$ cat config.mk
export PLATFORM = sky130hd
export DESIGN_NAME = acq_track_ctrl
export DESIGN_NICKNAME = d
export VERILOG_FILES = /design/src/rtl/acq_track_ctrl.sv
export SDC_FILE = /design/constraint.sdc
export NUM_CORES = 1
export LEC_CHECK = 0
export CAP_MARGIN = 25
export CORE_MARGIN = 2
export CORE_UTILIZATION = 35
export DETAILED_ROUTE_END_ITERATION = 7
export SLEW_MARGIN = 20
export SYNTH_ARGS = -nofsm -noshare
export SYNTH_HDL_FRONTEND = slang
export SYNTH_SLANG_ARGS = --single-unit
export TNS_END_PERCENT = 10
$ cat constraint.sdc
create_clock -name CLK -period 3.36 [get_ports CLK]
set_input_delay 0.672 -clock CLK [delete_from_list [all_inputs] [get_ports CLK]]
set_output_delay 0.672 -clock CLK [all_outputs]
set_load 0.01 [all_outputs]
$ cat src/rtl/acq_track_ctrl.sv
// rtl/acq_track_ctrl.sv - acquisition/tracking sequencer for the punctual correlator + Costas/NCO channel
// Optional macro ACQ_TRACK_STATS_EN adds the acq_epochs acquisition-time counter.
module acq_track_ctrl #(
  parameter int SAMPLES_PER_EPOCH = 16368,
  parameter int NUM_BINS          = 21,
  parameter int CODE_PHASES       = 1023,
  parameter int FREQ_STEP         = 64,
  parameter int POW_W             = 32,
  parameter int VERIFY_EPOCHS     = 4,
  parameter int LOSS_EPOCHS       = 8
) (
  input  logic                CLK,
  input  logic                RST,
  input  logic                enable,
  input  logic                sample_valid,
  input  logic                pwr_valid,
  input  logic [POW_W-1:0]    pwr,
  input  logic [POW_W-1:0]    threshold,
  output logic                dump,
  output logic                code_slip,
  output logic signed [16:0]  freq_offset,
  output logic                loop_en,
  output logic                locked,
  output logic                sweep_done,
  output logic [1:0]          state,
  output logic [31:0]         acq_epochs
);
  localparam int SAMP_W = $clog2(SAMPLES_PER_EPOCH + 1);
  localparam int BIN_W  = $clog2(NUM_BINS + 1);
  localparam int CODE_W = $clog2(CODE_PHASES + 1);
  localparam int VER_W  = $clog2(VERIFY_EPOCHS + 1);
  localparam int LOSS_W = $clog2(LOSS_EPOCHS + 1);
  localparam logic [SAMP_W-1:0] SAMP_LAST = SAMP_W'(SAMPLES_PER_EPOCH - 1);
  localparam logic [BIN_W-1:0]  BIN_LAST  = BIN_W'(NUM_BINS - 1);
  localparam logic [CODE_W-1:0] CODE_LAST = CODE_W'(CODE_PHASES - 1);
  localparam logic [VER_W-1:0]  VER_TGT   = VER_W'(VERIFY_EPOCHS);
  localparam logic [LOSS_W-1:0] LOSS_TGT  = LOSS_W'(LOSS_EPOCHS);

  typedef enum logic [1:0] {S_IDLE = 2'd0, S_SEARCH = 2'd1, S_VERIFY = 2'd2, S_TRACK = 2'd3} state_t;

  state_t              r_state;
  logic [SAMP_W-1:0]   r_samp_cnt;
  logic [BIN_W-1:0]    r_bin_idx;
  logic [CODE_W-1:0]   r_code_idx;
  logic [VER_W-1:0]    r_verify_cnt;
  logic [LOSS_W-1:0]   r_miss_cnt;
  logic                r_blank;
  logic                r_dump, r_code_slip, r_sweep_done, r_loop_en, r_locked;
  logic signed [16:0]  r_freq_offset;

  logic                w_hit, w_acq_phase, w_eval, w_to_track, w_loss, w_code_wrap, w_bin_wrap;
  logic [VER_W-1:0]    w_vcnt_next;
  logic [LOSS_W-1:0]   w_miss_next;
  logic [BIN_W-1:0]    w_bin_next;
  logic [CODE_W-1:0]   w_code_next;

  function automatic logic signed [16:0] bin_freq(input logic [BIN_W-1:0] b);
    return 17'((int'(b) - (NUM_BINS - 1) / 2) * FREQ_STEP);
  endfunction

  assign w_hit       = (pwr >= threshold);
  assign w_acq_phase = (r_state == S_SEARCH) || (r_state == S_VERIFY);
  // A blanked pulse is accepted but never evaluated as hit or miss.
  assign w_eval      = enable && pwr_valid && w_acq_phase && !r_blank;
  assign w_vcnt_next = (r_state == S_SEARCH) ? VER_W'(1) : r_verify_cnt + VER_W'(1);
  assign w_to_track  = w_eval && w_hit && (w_vcnt_next >= VER_TGT);
  assign w_miss_next = r_miss_cnt + LOSS_W'(1);
  assign w_loss      = enable && pwr_valid && (r_state == S_TRACK) && !w_hit && (w_miss_next >= LOSS_TGT);
  assign w_code_wrap = (r_code_idx == CODE_LAST);
  assign w_bin_wrap  = (r_bin_idx == BIN_LAST);
  assign w_code_next = w_code_wrap ? '0 : r_code_idx + CODE_W'(1);
  assign w_bin_next  = !w_code_wrap ? r_bin_idx : (w_bin_wrap ? '0 : r_bin_idx + BIN_W'(1));

  always_ff @(posedge CLK) begin
    if (!RST) begin
      r_state       <= S_IDLE;
      r_samp_cnt    <= '0;
      r_bin_idx     <= '0;
      r_code_idx    <= '0;
      r_verify_cnt  <= '0;
      r_miss_cnt    <= '0;
      r_blank       <= 1'b0;
      r_dump        <= 1'b0;
      r_code_slip   <= 1'b0;
      r_sweep_done  <= 1'b0;
      r_loop_en     <= 1'b0;
      r_locked      <= 1'b0;
      r_freq_offset <= '0;
    end else begin
      r_dump       <= 1'b0;
      r_code_slip  <= 1'b0;
      r_sweep_done <= 1'b0;

      if (!enable || r_state == S_IDLE) begin
        r_samp_cnt <= '0;
      end else if (sample_valid) begin
        if (r_samp_cnt == SAMP_LAST) begin
          r_samp_cnt <= '0;
          r_dump     <= 1'b1;
        end else begin
          r_samp_cnt <= r_samp_cnt + SAMP_W'(1);
        end
      end

      if (!enable) begin
        r_state       <= S_IDLE;
        r_bin_idx     <= '0;
        r_code_idx    <= '0;
        r_verify_cnt  <= '0;
        r_miss_cnt    <= '0;
        r_blank       <= 1'b0;
        r_loop_en     <= 1'b0;
        r_locked      <= 1'b0;
        r_freq_offset <= '0;
      end else begin
        case (r_state)
          S_IDLE: begin
            r_state       <= S_SEARCH;
            r_bin_idx     <= '0;
            r_code_idx    <= '0;
            r_blank       <= 1'b1;
            r_freq_offset <= bin_freq('0);
          end
          S_SEARCH, S_VERIFY: begin
            if (pwr_valid && r_blank) begin
              r_blank <= 1'b0;
            end else if (w_eval && w_hit) begin
              r_verify_cnt <= w_to_track ? '0 : w_vcnt_next;
              r_state      <= w_to_track ? S_TRACK : S_VERIFY;
              r_loop_en    <= w_to_track;
              r_locked     <= w_to_track;
            end else if (w_eval) begin
              // Miss: step to the next hypothesis and blank the contaminated epoch.
              r_state       <= S_SEARCH;
              r_verify_cnt  <= '0;
              r_code_slip   <= 1'b1;
              r_blank       <= 1'b1;
              r_code_idx    <= w_code_next;
              r_bin_idx     <= w_bin_next;
              r_sweep_done  <= w_code_wrap && w_bin_wrap;
              r_freq_offset <= bin_freq(w_bin_next);
            end
          end
          S_TRACK: begin
            if (pwr_valid) begin
              if (w_hit) begin
                r_miss_cnt <= '0;
              end else if (w_loss) begin
                r_state    <= S_SEARCH;
                r_miss_cnt <= '0;
                r_blank    <= 1'b1;
                r_loop_en  <= 1'b0;
                r_locked   <= 1'b0;
              end else begin
                r_miss_cnt <= w_miss_next;
              end
            end
          end
          default: r_state <= S_IDLE;
        endcase
      end
    end
  end

  assign dump        = r_dump;
  assign code_slip   = r_code_slip;
  assign sweep_done  = r_sweep_done;
  assign freq_offset = r_freq_offset;
  assign loop_en     = r_loop_en;
  assign locked      = r_locked;
  assign state       = r_state;

`ifdef ACQ_TRACK_STATS_EN
  logic [31:0] r_acq_epochs;

  always_ff @(posedge CLK) begin
    if (!RST) begin
      r_acq_epochs <= '0;
    end else if ((enable && r_state == S_IDLE) || w_loss) begin
      r_acq_epochs <= '0;
    end else if (enable && pwr_valid && w_acq_phase && !w_to_track && r_acq_epochs != '1) begin
      r_acq_epochs <= r_acq_epochs + 32'd1;
    end
  end

  assign acq_epochs = r_acq_epochs;
`else
  assign acq_epochs = '0;
`endif
endmodule

==> results of run 1 <==
==> worst max-delay path: stages <==
cell and delay [ps]:
clkdlybuf4s50_1 450, inv_1 40, ha_1 300, a21oi_1 140, o21ai_0 150, a2111oi_2 320, buf_4 180, a311oi_4 130
o21a_2 260, buf_12 140, or4b_1 500, a21oi_1 150
==> area by class of cell <==
type / count / area [um^2]
inverters: 43 / 161
clock inverters: 2 / 60.1
flip-flops and latches: 48 / 961
well taps: 133 / 166
multi-input cells: 333 / 2170
fillers: 981 / 5200
repair buffers: 100 / 978
clock buffers: 5 / 68.8
==> per-layer routing <==
metal / up-vias / track usage (%) / share of wire (%)
li1: 1620 / - / -
met1: 1455 / 16.2 / 42
met2: 96 / 25.0 / 50
met3: 6 / 3.26 / 6.9
met4: 0 / 3.86 / 1.2
met5: - / 0 / 0
==> flip-flops by register name, indices dropped and copies added, names as in the netlist <==
name and flops:
dump 1, freq_offset 5, r_bin_idx 5, r_verify_cnt 3
locked 1, sweep_done 1, code_slip 1, state 2
r_code_idx 10, r_miss_cnt 4, r_blank 1, r_samp_cnt 14
==> Yosys cell counts, drive strengths merged (4+ instances only) <==
library cell	instances	area [um^2]
buf	47	353
inv	43	161
o21ai	25	125
nand4	10	62.6
nor2	39	149
xor2	8	70.1
nand2	36	135
nor4	4	25.0
or3	6	37.5
nor3	5	30.0
dfxtp	48	961
nand3	18	90.1
nor2b	6	37.5
xnor2	10	87.6
and4	4	35.0
mux2i	6	60.1
ha	43	538
clkbuf	8	30.0
a21oi	31	155
and3	7	43.8
==> cells in the final DEF, fill, tap and decap left out, types with 7 or more instances in the layout <==
master	Yosys	final
o21ai_0	24	24
xor2_1	8	8
conb_1	1	38
nand2_1	36	36
ha_1	43	43
xnor2_1	10	10
nor2_1	38	38
a21oi_1	31	31
clkdlybuf4s50_1	0	86
buf_4	47	13
nand3_1	18	18
dfxtp_1	48	48
nand4_1	10	10
inv_1	43	43
and3_1	7	7
==> worst max-delay path by stage <==
stage | end | cells past startpoint
6_report | r_code_idx[8] | 12
3_3_place_gp | r_code_idx[1] | 11
2_1_floorplan | r_code_idx[6] | 9
4_1_cts | r_code_idx[1] | 11
3_5_place_dp | r_code_idx[1] | 11
5_1_grt | r_code_idx[8] | 12
==> kinds of logic (layout without fill, tap and decap cells) <==
logic type | after synthesis | after routing
xor+xnor | 18 | 18
simple gates | 147 | 147
buf+inv | 98 | 150
flops | 48 | 48
mux | 8 | 8
other cells | 1 | 38
compound gates | 79 | 79
fa+ha+maj | 43 | 43
==> power by group <==
part / total [mW] / internal, mW / switching, mW
combinational: 0.290 / 0.156 / 0.135
clock: 0.481 / 0.293 / 0.188
sequential: 0.582 / 0.575 / 0.00666
==> results by group, run 1 <==
Clock network
  • Clock transition at path regs: 80 ps
  • Number of CTS-inserted buffers: 5
  • H-tree levels: 2
  • Post-CTS setup buffer count: 0
  • CTS-repair resized insts: 0
  • CTS max path bufs: 2
  • Worst-Skew Late Latency: 300 ps
  • Hold buffers post-CTS: 0
  • TritonCTS clock tree: yes
  • CTS Sinks: 48
  • Root buffer cell: clkbuf_8

Logic synthesis
  • Adder-cell share of the synthesized area: 15.2%
  • Unique cell type count in the Yosys netlist: 54
  • Post-Synthesis Cells: 442
  • Compound-Gate Fraction of Synth Area: 14.4%
  • Register area share after synthesis: 27.2%
  • Top FF cell, synth: dfxtp_1
  • Post-synth EDFFs: 0
  • Share of async-settable or async-resettable flops after synthesis: 0%
  • Area share of xor/xnor cells in the synthesized design: 4.46%
  • Mapped Area: 3530 um^2
  • Syn Area/Cell: 7.99 um^2
  • Largest family of logic cells by synthesized area: simple AND/OR/NAND/NOR gates
  • Synth Area in Simple Gates: 20.9%
  • Mux contribution to synthesized area: 2.34%
  • #FFs+latches synth: 48
  • Synthesis Warnings: 0

Setup path
  • Reg2Reg Depth: 9
  • Worst reg2reg startpoint: state[0]
  • R2r setup slk: 620 ps
  • Req. time, crit path: 3590 ps
  • Data arrival time of the critical path: 3430 ps
  • CP Class: in -> reg
  • Setup crit end kind: register
  • Worst setup startpoint: threshold[19]
  • Critical-path maximum fanout: 18
  • Reg-to-Reg End: r_code_idx[8]
  • CP Launch Type: input pin

Floorplan
  • Die area: 10900 um^2
  • IO Count: 125
  • Std-Cell Rows: 36
  • Core ar.: 9770 um^2
  • Die height: 104 um
  • Die X: 104 um
  • Initial Util: 36.1%

STA
  • Max frequency: 0.313 GHz
  • Final setup vio count: 0
  • Final worst setup slack: 161 ps
  • Final count of pins violating max slew: 0
  • Setup TNS: 0 ps
  • RSZ-0062 raised after global routing: true
  • Final worst-path cycle share: 95.2%
  • Final Critical Period: 3200 ps
  • Final Hold Vio Count: 0
  • WHS: 464 ps
  • Final clock skew: 7.58 ps

Hold path
  • WHS Endpoint: freq_offset[9]
  • Worst hold-check path type: reg -> reg
  • WHS Path Cells: 2
  • Worst hold start: freq_offset[9]

Routing
  • Via density: 4.78
  • # DRC: 0
  • Vias: 3177
  • 1st-pass router iterations: 4
  • Final ANT Viol Nets: 0
  • Routed wire length: 7770 um
  • DR iter-0 viols: 117
  • WL/cell: 11.7 um

GRT
  • Total grt overflow: 0
  • GRT Overall Usage: 13.8%
  • Largest net degree at the start of global routing: 19
  • Global-route wire length before repair: 12700 um
  • Vias in the first global route: 2889
  • Initial antenna violation count: 0

Place
  • Cell Area, Placed: 4430 um^2
  • Port-buffer cells: 86
  • Placed Cells incl. Taps: 657
  • GPL Wtd Cong: 0.798
  • Hpwl dp: 6310 um
  • Worst slack, placed: -192 ps

Finish
  • Final instance area: 4570 um^2
  • Post-layout util: 46.7%
  • Layout cells sized above 1: 5.84%
  • Area growth syn-to-layout: 29.3%
  • # diodes: 0
  • Nets: 643
  • Layout Cells excl Fill: 664

Pwr
  • Static leakage: 1.88 nW
  • Total power: 1.35 mW
  • PwrDens: 296 nW/um^2
  • Max rail drop VDD: 194 uV

Flow run
  • MaxCap Viol Count: 0

Outcome
  • Status: finished clean
(Power assumes the default switching activity.)
==> run 2, diff against run 1 <==
- CORE_MARGIN: 2 -> 1.5
==> run 2 against run 1 <==
Effect of this change: first-iteration DRC count is 22% higher; non-clock buffer count is 2 higher; via count is 1.1% lower; sequential cell count stayed put; total power is 6.9% higher; global-route usage is 1.3 points higher; clock-buffer cell count stayed put; utilization is 0.58 points higher; sequential share of layout area is 0.26 points lower; combinational power hardly changed; clock power is 19% higher; clock skew is 3.2 ps lower; highest routed layer unchanged; largest power group unchanged.
==> results by group, run 2 (synthesis gave the netlist of run 1 again) <==
GRT
  • Vias in the first global route: 2929
  • Global-route wire length before repair: 13000 um
  • Total grt overflow: 0
  • GRT Overall Usage: 15.2%
  • Largest net degree at the start of global routing: 19
  • Initial antenna violation count: 0

STA
  • Final clock skew: 4.36 ps
  • Final setup vio count: 0
  • Final Hold Vio Count: 0
  • Final worst-path cycle share: 95.1%
  • Max frequency: 0.313 GHz
  • RSZ-0062 raised after global routing: false
  • Final count of pins violating max slew: 0
  • Final Critical Period: 3200 ps

Finish
  • Max FFs per register: 14
  • Largest Register: r_samp_cnt
  • Most frequent cells in the layout: clkdlybuf4s50_1 (86), dfxtp_1 (48), inv_1 (43), ha_1 (43)
  • Area growth syn-to-layout: 30.9%
  • # diodes: 0
  • Fill count: 957
  • Post-layout util: 47.3%
  • Layout cells sized above 1: 6.93%
  • Nets: 645
  • Regs by FF count: r_samp_cnt: 14 flops, r_code_idx: 10 flops
  • Commonest non-fill, non-tap cell in the layout: clkdlybuf4s50_1

Setup path
  • Req. time, crit path: 3600 ps
  • Data arrival time of the critical path: 3440 ps
  • Top Family by Delay on Critical Path: compound AO/OA/AOI/OAI gates
  • Delay of the slowest cell on the worst path: 510 ps
  • CP max-delay cell: or4b_4
  • Worst path cell trace: clkdlybuf4s50_1, inv_1, ha_1, a21oi_2, o21ai_1, a2111oi_2, buf_4, a311oi_4, o21a_2, buf_12, or4b_4, a21oi_2
  • CP dominant cell by count: a21oi_2
  • CP Class: in -> reg
  • Setup crit end kind: register
  • CP Launch Type: input pin
  • Crit path buf inv count: 4
  • Critical-path maximum fanout: 18

Clock network
  • CTS max path bufs: 2
  • Hold buffers post-CTS: 0
  • Number of CTS-inserted buffers: 5
  • H-tree levels: 2
  • Root buffer cell: clkbuf_8
  • Clock transition at path regs: 90 ps
  • TritonCTS clock tree: yes
  • CTS Sinks: 48
  • Worst-Skew Late Latency: 300 ps

Pwr
  • Static leakage: 1.91 nW
  • PwrDens: 313 nW/um^2
  • Total power: 1.45 mW
  • Max rail drop VDD: 176 uV

Floorplan
  • Initial Util: 36.1%
  • Std-Cell Rows: 36
  • Die height: 103 um
  • IO Count: 125
  • Die area: 10700 um^2
  • Core ar.: 9770 um^2
  • Die X: 103 um

Flow run
  • MaxCap Viol Count: 0

Routing
  • Routed wire length: 7740 um
  • # DRC: 0
  • Vias: 3142
  • WL/cell: 11.6 um
  • 1st-pass router iterations: 4
  • Via density: 4.71
  • Final ANT Viol Nets: 0
  • DR iter-0 viols: 143

Place
  • Hpwl dp: 6290 um
  • Port-buffer cells: 86
  • GPL Wtd Cong: 0.770

Hold path
  • Worst hold-check path type: reg -> reg

Outcome
  • Status: finished clean
==> run 2: changes by cell type in the layout (fill, tap and decap cells not counted), moves of 2 or more <==
cell and change:
a21oi_2 +2, buf_4 +2, or4b_4 +2, or4b_1 -2, a21oi_1 -2
==> run 2: worst paths after layout <==
check | slack (ps) | from | end | cells past startpoint
worst min-delay path | 470 | freq_offset[9] | freq_offset[9] | 2
worst max register to register | 850 | state[0] | r_code_idx[8] | 9
worst min register to register | 470 | freq_offset[9] | freq_offset[9] | 2
worst max-delay path | 160 | threshold[19] | r_code_idx[8] | 12
==> run 2: cell type report <==
class	count	area (um^2)	area share, %
multi-input cells	333	2180	47.2
repair buffers	102	993	21.5
flip-flops and latches	48	961	20.8
well taps	133	166	3.60
inverters	43	161	3.49
clock inverters	3	90.1	1.95
clock buffers	5	68.8	1.49
==> run 2: tightest hold or removal path: cells and delay by family (launching register included) <==
kind,cells,cell delay (ps)
simple gates,1,60
compound gates,1,50
flops,1,320
==> run 2: repair_timing <==
item                                    4_1_cts  5_1_grt
endpoints found under the setup margin        0        7
endpoints found under the hold margin         0        0
resized for setup                             0        6
setup buffers                                 0        0
==> run 2: stage by stage <==
stage | cells | setup WS, ps | hold slack (ps) | instance area, um^2 | setup TNS, ps
after floorplan | 479 | 446 | 454 | 3670 | 0
after global placement | 659 | -141 | 453 | 4450 | -1620
after detailed placement | 659 | -232 | 461 | 4450 | -3030
after CTS | 667 | 106 | 473 | 4610 | 0
after global routing | 667 | 4.09 | 483 | 4630 | 0
final | 667 | 165 | 472 | 4630 | 0
==> run 2: power by group <==
part / switching, mW / internal [mW]
clock: 0.201 / 0.372
combinational: 0.133 / 0.159
sequential: 0.00653 / 0.575
==> run 2: per-layer routing <==
layer,wire length (um),vias up,global-route usage [%]
met5,0,-,0
met4,78,0,3.12
met3,483,7,3.76
met2,3740,86,27.1
met1,3440,1419,18.4
li1,-,1630,-
==> run 3, diff against run 2 <==
- ABC_CLOCK_PERIOD_IN_PS: default -> 3360
- CTS_CLUSTER_DIAMETER: default -> 120
==> results of run 3 <==
Same layout as run 2: the final DEF is identical, and so are final timing and power.
